--- src/rtl/fc_pkg.sv ---
// Shared definitions for the fully-connected layer sequencers.
package fc_pkg;

    localparam int FC_N_IN   = 512;
    localparam int FC_N_OUT  = 256;
    localparam int FC_LANES  = 16;
    localparam int FC_RD_LAT = 2;

    typedef enum logic [1:0] {
        ST_IDLE,
        ST_RUN,
        ST_DRAIN,
        ST_DONE
    } fc_state_t;

    function automatic int chunks_per_neuron(input int n_in, input int lanes);
        return n_in / lanes;
    endfunction

endpackage

--- src/rtl/fc_align_pipe.sv ---
// Valid/tag shift register that lines issue-time control up with memory read data.
module fc_align_pipe #(
    parameter int DEPTH = 2,
    parameter int TW    = 8
) (
    input  logic          clk,
    input  logic          reset,
    input  logic          in_valid,
    input  logic [TW-1:0] in_tag,
    output logic          out_valid,
    output logic [TW-1:0] out_tag,
    output logic          any_valid
);

    logic [DEPTH-1:0] vld;
    logic [TW-1:0]    tag [DEPTH];

    always_ff @(posedge clk or posedge reset) begin
        if (reset) begin
            vld <= '0;
            for (int i = 0; i < DEPTH; i++) tag[i] <= '0;
        end else begin
            vld[0] <= in_valid;
            tag[0] <= in_tag;
            for (int i = 1; i < DEPTH; i++) begin
                vld[i] <= vld[i-1];
                tag[i] <= tag[i-1];
            end
        end
    end

    assign out_valid = vld[DEPTH-1];
    assign out_tag   = tag[DEPTH-1];
    assign any_valid = |vld;

endmodule

--- src/rtl/fc_layer_sequencer.sv ---
// Address and accumulate-control sequencer for one fully-connected layer.
module fc_layer_sequencer
    import fc_pkg::*;
#(
    parameter int N_IN   = FC_N_IN,
    parameter int N_OUT  = FC_N_OUT,
    parameter int LANES  = FC_LANES,
    parameter int RD_LAT = FC_RD_LAT,
    parameter int AW_IN  = $clog2(N_IN),
    parameter int AW_OUT = $clog2(N_OUT),
    parameter int AW_W   = AW_IN + AW_OUT
) (
    input  logic              clk,
    input  logic              reset,
    input  logic              start,
    input  logic              hold,
    output logic              busy,
    output logic              done,
    output logic [AW_IN-1:0]  act_addr,
    output logic [AW_W-1:0]   w_addr,
    output logic [AW_OUT-1:0] bias_addr,
    output logic              acc_en,
    output logic              acc_first,
    output logic              acc_last,
    output logic              res_wr,
    output logic [AW_OUT-1:0] res_addr
);

    localparam int CPN = chunks_per_neuron(N_IN, LANES);
    localparam int CW  = (CPN > 1) ? $clog2(CPN) : 1;
    localparam int TW  = AW_OUT + 2;

    localparam logic [CW-1:0]     C_LAST = CW'(CPN - 1);
    localparam logic [AW_OUT-1:0] N_LAST = AW_OUT'(N_OUT - 1);

    fc_state_t state, state_next;

    logic [CW-1:0]     c;
    logic [AW_OUT-1:0] n;
    logic              issue;
    logic              c_wrap;
    logic              final_issue;

    logic              pipe_valid;
    logic              pipe_any;
    logic [TW-1:0]     pipe_tag;

    assign issue       = (state == ST_RUN) && !hold;
    assign c_wrap      = (c == C_LAST);
    assign final_issue = issue && c_wrap && (n == N_LAST);

    always_ff @(posedge clk or posedge reset) begin
        if (reset) begin
            state <= ST_IDLE;
        end else begin
            state <= state_next;
        end
    end

    always_comb begin
        state_next = state;
        unique case (state)
            ST_IDLE:  if (start) state_next = ST_RUN;
            ST_RUN:   if (final_issue) state_next = ST_DRAIN;
            ST_DRAIN: if (!pipe_any) state_next = ST_DONE;
            ST_DONE:  state_next = ST_IDLE;
        endcase
    end

    // Counters end back at zero, so a following layer starts clean.
    always_ff @(posedge clk or posedge reset) begin
        if (reset) begin
            c <= '0;
            n <= '0;
        end else if (issue) begin
            if (c_wrap) begin
                c <= '0;
                n <= (n == N_LAST) ? '0 : n + 1'b1;
            end else begin
                c <= c + 1'b1;
            end
        end
    end

    assign act_addr  = AW_IN'(c) * AW_IN'(LANES);
    assign w_addr    = AW_W'(n) * AW_W'(N_IN) + AW_W'(c) * AW_W'(LANES);
    assign bias_addr = n;

    fc_align_pipe #(
        .DEPTH (RD_LAT),
        .TW    (TW)
    ) u_align (
        .clk       (clk),
        .reset     (reset),
        .in_valid  (issue),
        .in_tag    ({c == '0, c_wrap, n}),
        .out_valid (pipe_valid),
        .out_tag   (pipe_tag),
        .any_valid (pipe_any)
    );

    assign acc_en    = pipe_valid;
    assign acc_first = pipe_valid & pipe_tag[TW-1];
    assign acc_last  = pipe_valid & pipe_tag[TW-2];

    always_ff @(posedge clk or posedge reset) begin
        if (reset) begin
            res_wr   <= 1'b0;
            res_addr <= '0;
        end else begin
            res_wr <= acc_last;
            if (acc_last) res_addr <= pipe_tag[AW_OUT-1:0];
        end
    end

    assign busy = (state != ST_IDLE);
    assign done = (state == ST_DONE);

endmodule

--- config.mk ---
export PLATFORM = sky130hd
export DESIGN_NAME = fc_layer_sequencer
export DESIGN_NICKNAME = d
export VERILOG_FILES = /design/src/rtl/fc_pkg.sv /design/src/rtl/fc_align_pipe.sv /design/src/rtl/fc_layer_sequencer.sv
export SDC_FILE = /design/constraint.sdc
export NUM_CORES = 1
export LEC_CHECK = 0
export BUFFER_PORTS_ARGS = -buffer_cell sky130_fd_sc_hd__buf_4
export CAP_MARGIN = 20
export CORE_MARGIN = 3
export CORE_UTILIZATION = 52
export CTS_CLUSTER_SIZE = 40
export DETAILED_ROUTE_END_ITERATION = 10
export GPL_TIMING_DRIVEN = 1
export PLACE_DENSITY = 0.79
export SETUP_SLACK_MARGIN = 0.05
export SLEW_MARGIN = 20
export SYNTH_ARGS = -nofsm -noshare
export SYNTH_HDL_FRONTEND = slang
export SYNTH_SLANG_ARGS = --single-unit
--- constraint.sdc ---
create_clock -name clk -period 2.1 [get_ports clk]
set_input_delay 0.42 -clock clk [delete_from_list [all_inputs] [get_ports clk]]
set_output_delay 0.42 -clock clk [all_outputs]
set_load 0.005 [all_outputs]
After elaboration in Yosys (flattened, before gate mapping) --
Index checks and enable logic that the tools add are counted. W data, S select, Z words.
Storage, ports and cells: flip-flop bits (word level) 46, output and inout bits 48, word-level logic and storage cells 37, bits of input ports 4
Operators by class: reduce and logical (&&, ||, !) cells 10, eq/ne operators 8, muxes and demuxes 6, bitwise logic cells 2, add/sub/neg operators 3
Operators with widths (count):
- $add A17 B9 Y17 | 1
- $add A8 B1 Y8 const B | 1
- $eq A8 B8 Y1 const B | 1
- $mux W8 | 1
- $pmux W2 S4 | 1
- $mux W2 | 3
- $ne A2 B2 Y1 const B | 3
- $add A5 B1 Y5 const B | 1
- $eq A5 B5 Y1 const B | 1
- $logic_not A5 Y1 | 1
- $mux W5 | 1
- $eq A2 B2 Y1 const B | 2
- $logic_and A1 B1 Y1 | 3
- $reduce_and A3 Y1 | 1
- $and A1 B1 Y1 | 2
- $eq A2 B1 Y1 const B | 1
- $logic_not A2 Y1 | 1
- $reduce_and A2 Y1 | 1
- $reduce_bool A2 Y1 | 1
- $reduce_or A2 Y1 | 1
- $logic_not A1 Y1 | 1

Longest topological paths before layout --
depth after elaboration 6, mapped depth 7, mapped depth without buffers 7

Modules after synthesis --
A second synthesis with hierarchy kept.
Second synthesis, totals: cells, all modules 159, area total of the unflattened synthesis 1978.1 µm²
Modules (own cells, without submodules):
- fc_layer_sequencer | times used 1, area each 1342.5 µm², seq. area each 600.6 µm², cells an instance 125
- fc_align_pipe | times used 1, area each 635.6 µm², seq. area each 550.5 µm², cells an instance 34

Worst setup path after synthesis --
OpenSTA, ideal clock, no wires.
path type register to register, from register c[0], to register state[1], cell stages (with the launch flop) 8, library setup time 0.125 ns, setup slack 0.186 ns, path buffers 0, period minus slack after synthesis 1.914 ns, data required time 1.975 ns, arrival time 1.789 ns, path through dfrtp_1 > ha_1 > and3_1 > ha_1 > nand3b_4 > nor3_4 > o221ai_2 > mux2_4
Between the ends: longest elaborated chain between the ends 5
Ends and longest elaborated chain:
- start, declared | line fc_layer_sequencer.sv:38 | logic [CW-1:0] c;
- start signal, assigned | line fc_layer_sequencer.sv:80 | c <= c + 1'b1;
- $eq A5 B5 Y1 | line fc_layer_sequencer.sv:49 | assign c_wrap = (c == C_LAST);
- net c_wrap | line fc_layer_sequencer.sv:41 | logic c_wrap;
- $logic_and A1 B1 Y1 (2 in a row) | line fc_layer_sequencer.sv:50 | assign final_issue = issue && c_wrap && (n == N_LAST);
- $ne A2 B2 Y1 (no line)
- $reduce_and A3 Y1 (no line)
- end signal, assigned | line fc_layer_sequencer.sv:56 | state <= state_next;
- end, declared | line fc_layer_sequencer.sv:36 | fc_state_t state, state_next;
The timed path passes the listed nets, and every way through them passes these cells. A chain may end at the register's enable or synchronous reset.

Worst setup path after layout --
from register c[1], to register state[1]
Same word-level chain as after synthesis.

==> metrics.md <==
| Metric | Value |
|---|---|
| Share of layout cells above drive strength 1 | `0.401` |
| CP max stage cell | `dfrtp_2` |
| Full die area | `around 4600 um^2` |
| Initial antenna violation count | `0` |
| Top_reg_cell synth | `dfrtp_1` |
| Max IR drop VDD | `about 0.53 mV` |
| CTS tree | `done` |
| Type of the worst setup path | `reg -> reg` |
| DR pass1 iterations | `4` |
| Setup crit start kind | `flop` |
| RSZ-0062 raised after global routing | `no` |
| Clk_skew | `0.00557 ns` |
| Worst Path Max Fanout | `6` |
| Area growth syn-to-layout | `15.5%` |
| Dominant cell type by area after synthesis | `dfrtp_1` |
| H-tree Lvls | `2` |
| Routed vias/inst | `roughly 5` |
| Setup-failing EPs final | `0` |
| Worst EP arrival | `~2.2 ns` |
| Period utilisation layout | `0.940` |
| Seq/Total Area, Yosys | `0.583` |
| Largest net degree at the start of global routing | `between 40 and 50` |
| Mean Syn Cell Area | `~13 um^2` |
| Synth warn | `0` |
| Core ar. | `~3500 um^2` |
| WL final | `between 3 and 4 mm` |
| Max-Cap Viols | `0` |
| Worst-path clk slew | `0.08 ns` |
| Setup TNS | `0 ns` |
| Tightest Pin Transition | `approximately 0.54 ns` |
| Most frequent cells after synthesis | `dfrtp_1 (46), buf_4 (29), inv_1 (10), mux2_2 (10), nand2_1 (9)` |
| Area after DPL | `~2200 um^2` |
| DRC viols | `0` |
| WL/cell | `approximately 14 um` |
| Row count | `21` |
| GRT Util Overall | `0.163` |
| First-pass GRT wire length | `roughly 5.4 mm` |
| Top cells by area, synth | `dfrtp_1 (58%), buf_4 (11%), mux2_2 (5.7%)` |
| Inserted Diodes | `0` |
| Die Wd | `about 68 um` |
| Congestion Overflow GR | `0` |
| PortBufs | `43` |
| Pwr/cell area | `roughly 850 nW/um^2` |
| Netlist cell types | `32` |
| Post-DRT Antenna Nets | `0` |
| Top cell type's share of synthesized area | `0.583` |
| Design area | `between 2000 and 2500 um^2` |
| Min-delay worst type | `in -> async` |
| Sink Count | `46` |
| Post-Syn Area | `about 2000 um^2` |
| Cell with the most instances after synthesis | `dfrtp_1` |
| Worst setup EP type | `flop` |
| HPWL Detailed | `approximately 2.4 mm` |
| Post-synth EDFFs | `0` |
| Achievable Freq | `approximately 510 MHz` |
| Root Buffer | `clkbuf_8` |
| Async S/R FF share, synth | `1.00` |
| Clk_lat worst skew | `0.30 ns` |
| Rel. slew slack | `0.637` |
| Vias | `between 1000 and 1500` |
| Status | `finished clean` |
| I/O pin cnt | `52` |
| Cts hold-fix bufs | `0` |
| # fillers | `roughly 280` |
| Initial DRC count | `between 40 and 50` |
| CTS buffer count | `5` |
| Syn Inst Count | `156` |
| Slew Viols, Final | `0` |
| Yosys reg bits | `46` |
| Post-layout min period | `~2 ns` |
| CP Cell Sequence | `ha_1, and3_1, ha_2, nand3b_4, nor3_4, o221ai_2, mux2_4` |
| Initial Utilization | `0.565` |
| Worst path max stage delay | `0.42 ns` |
| Bufs on Longest Clock Path | `2` |
| Nets | `198` |
| Gpl congestion | `0.887` |
| Die Span Y | `about 68 um` |
| Critical path data required time | `approximately 2.3 ns` |
| Hold Vio Cnt, Final | `0` |
| Number of global-route vias before repair | `approximately 1100` |
| Leakage | `1.22 nW` |
-- cells in the final DEF (no fill, tap or decap), types with 2 or more instances in the layout --
cell type and instances:
buf_4 45, dfrtp_1 44, mux2_2 10, inv_1 9, nand2_1 9, o21ai_0 8
conb_1 8, nor2_1 7, ha_1 7, clkbuf_8 6, xnor2_1 4, and2_1 2
nand3_1 2, dfrtp_2 2
-- worst paths after layout --
check | start | slack, ns | depth (start not counted) | endpoint
worst max-delay path | c[1]$_DFFE_PP0N_ | 0.13 | 7 | state[1]$_DFFE_PP0P_
worst min-delay path | reset | 0.26 | 3 | u_align.out_tag[1]$_DFF_PP0_
worst max register to register | c[1]$_DFFE_PP0N_ | 0.13 | 7 | state[1]$_DFFE_PP0P_
worst min register to register | u_align.tag[18]$_DFF_PP0_ | 0.35 | 0 | u_align.out_tag[8]$_DFF_PP0_
max in group asynchronous | reset | 1.45 | 3 | c[0]$_DFFE_PP0N_
min in group clk | u_align.tag[18]$_DFF_PP0_ | 0.35 | 0 | u_align.out_tag[8]$_DFF_PP0_
-- where the power goes --
group,switching (mW),internal [mW]
Sequential,0.0919,0.968
Combinational,0.134,0.184
Clock,0.289,0.264
-- kinds of logic after synthesis --
kind of cell	synth area share
flip-flops	0.583
buffers and inverters	0.129
AND/OR/NAND/NOR	0.101
AO/OA/AOI/OAI	0.0431
multiplexers	0.0697
adder cells (fa/ha/maj)	0.0507
XOR/XNOR	0.0222
other	0.00190
-- flip-flops by register name (all words and copies together), names as in the netlist --
name             cells
u_align.out_tag     10
u_align.tag         10
bias_addr            8
res_addr             8
c                    5
state                2
u_align.vld          2
res_wr               1
-- timing repair --
| action | 4_1_cts | 5_1_grt |
|---|---|---|
| endpoints found under the setup margin | 0 | 2 |
| buffers inserted | 0 | 0 |
| resized for setup | 0 | 4 |
-- metrics by stage --
stage / utilization / cells / worst slack, ns / total power, mW / hold slack (ns)
after floorplan: - / 163 / 0.186 / 1.26 / 0.331
after global placement: 0.624 / 225 / 0.207 / 1.37 / 0.332
after detailed placement: 0.624 / 225 / 0.111 / 1.39 / 0.335
after CTS: 0.651 / 233 / 0.0698 / 1.94 / 0.275
after global routing: 0.653 / 233 / 0.0371 / 2.04 / 0.306
final: 0.653 / 233 / 0.125 / 1.93 / 0.257
-- routing by layer --
metal	GRT usage	vias up	part of all wire
li1	-	539	-
met1	0.207	556	0.41
met2	0.256	41	0.50
met3	0.0349	8	0.060
met4	0.0962	0	0.026
met5	0	-	0
-- critical path, delay by kind of cell, from the launching register on --
kind	cells	cell delay, ns
compound gates	1	0.16
fa+ha+maj	2	0.42
flops	1	0.42
mux	1	0.31
simple gates	3	0.54
-- cell type report --
| cell class | count | area, um^2 | share of cell area |
|---|---|---|---|
| inverter | 10 | 37.5 | 0.0165 |
| clock inverter | 2 | 12.5 | 0.00549 |
| timing repair buffer | 45 | 338 | 0.148 |
| clock buffer | 6 | 82.6 | 0.0362 |
| multi-input combinational | 78 | 599 | 0.263 |
| sequential | 46 | 1150 | 0.506 |
| tap | 46 | 57.6 | 0.0252 |
Note: power is estimated with default switching activity, not from simulation.
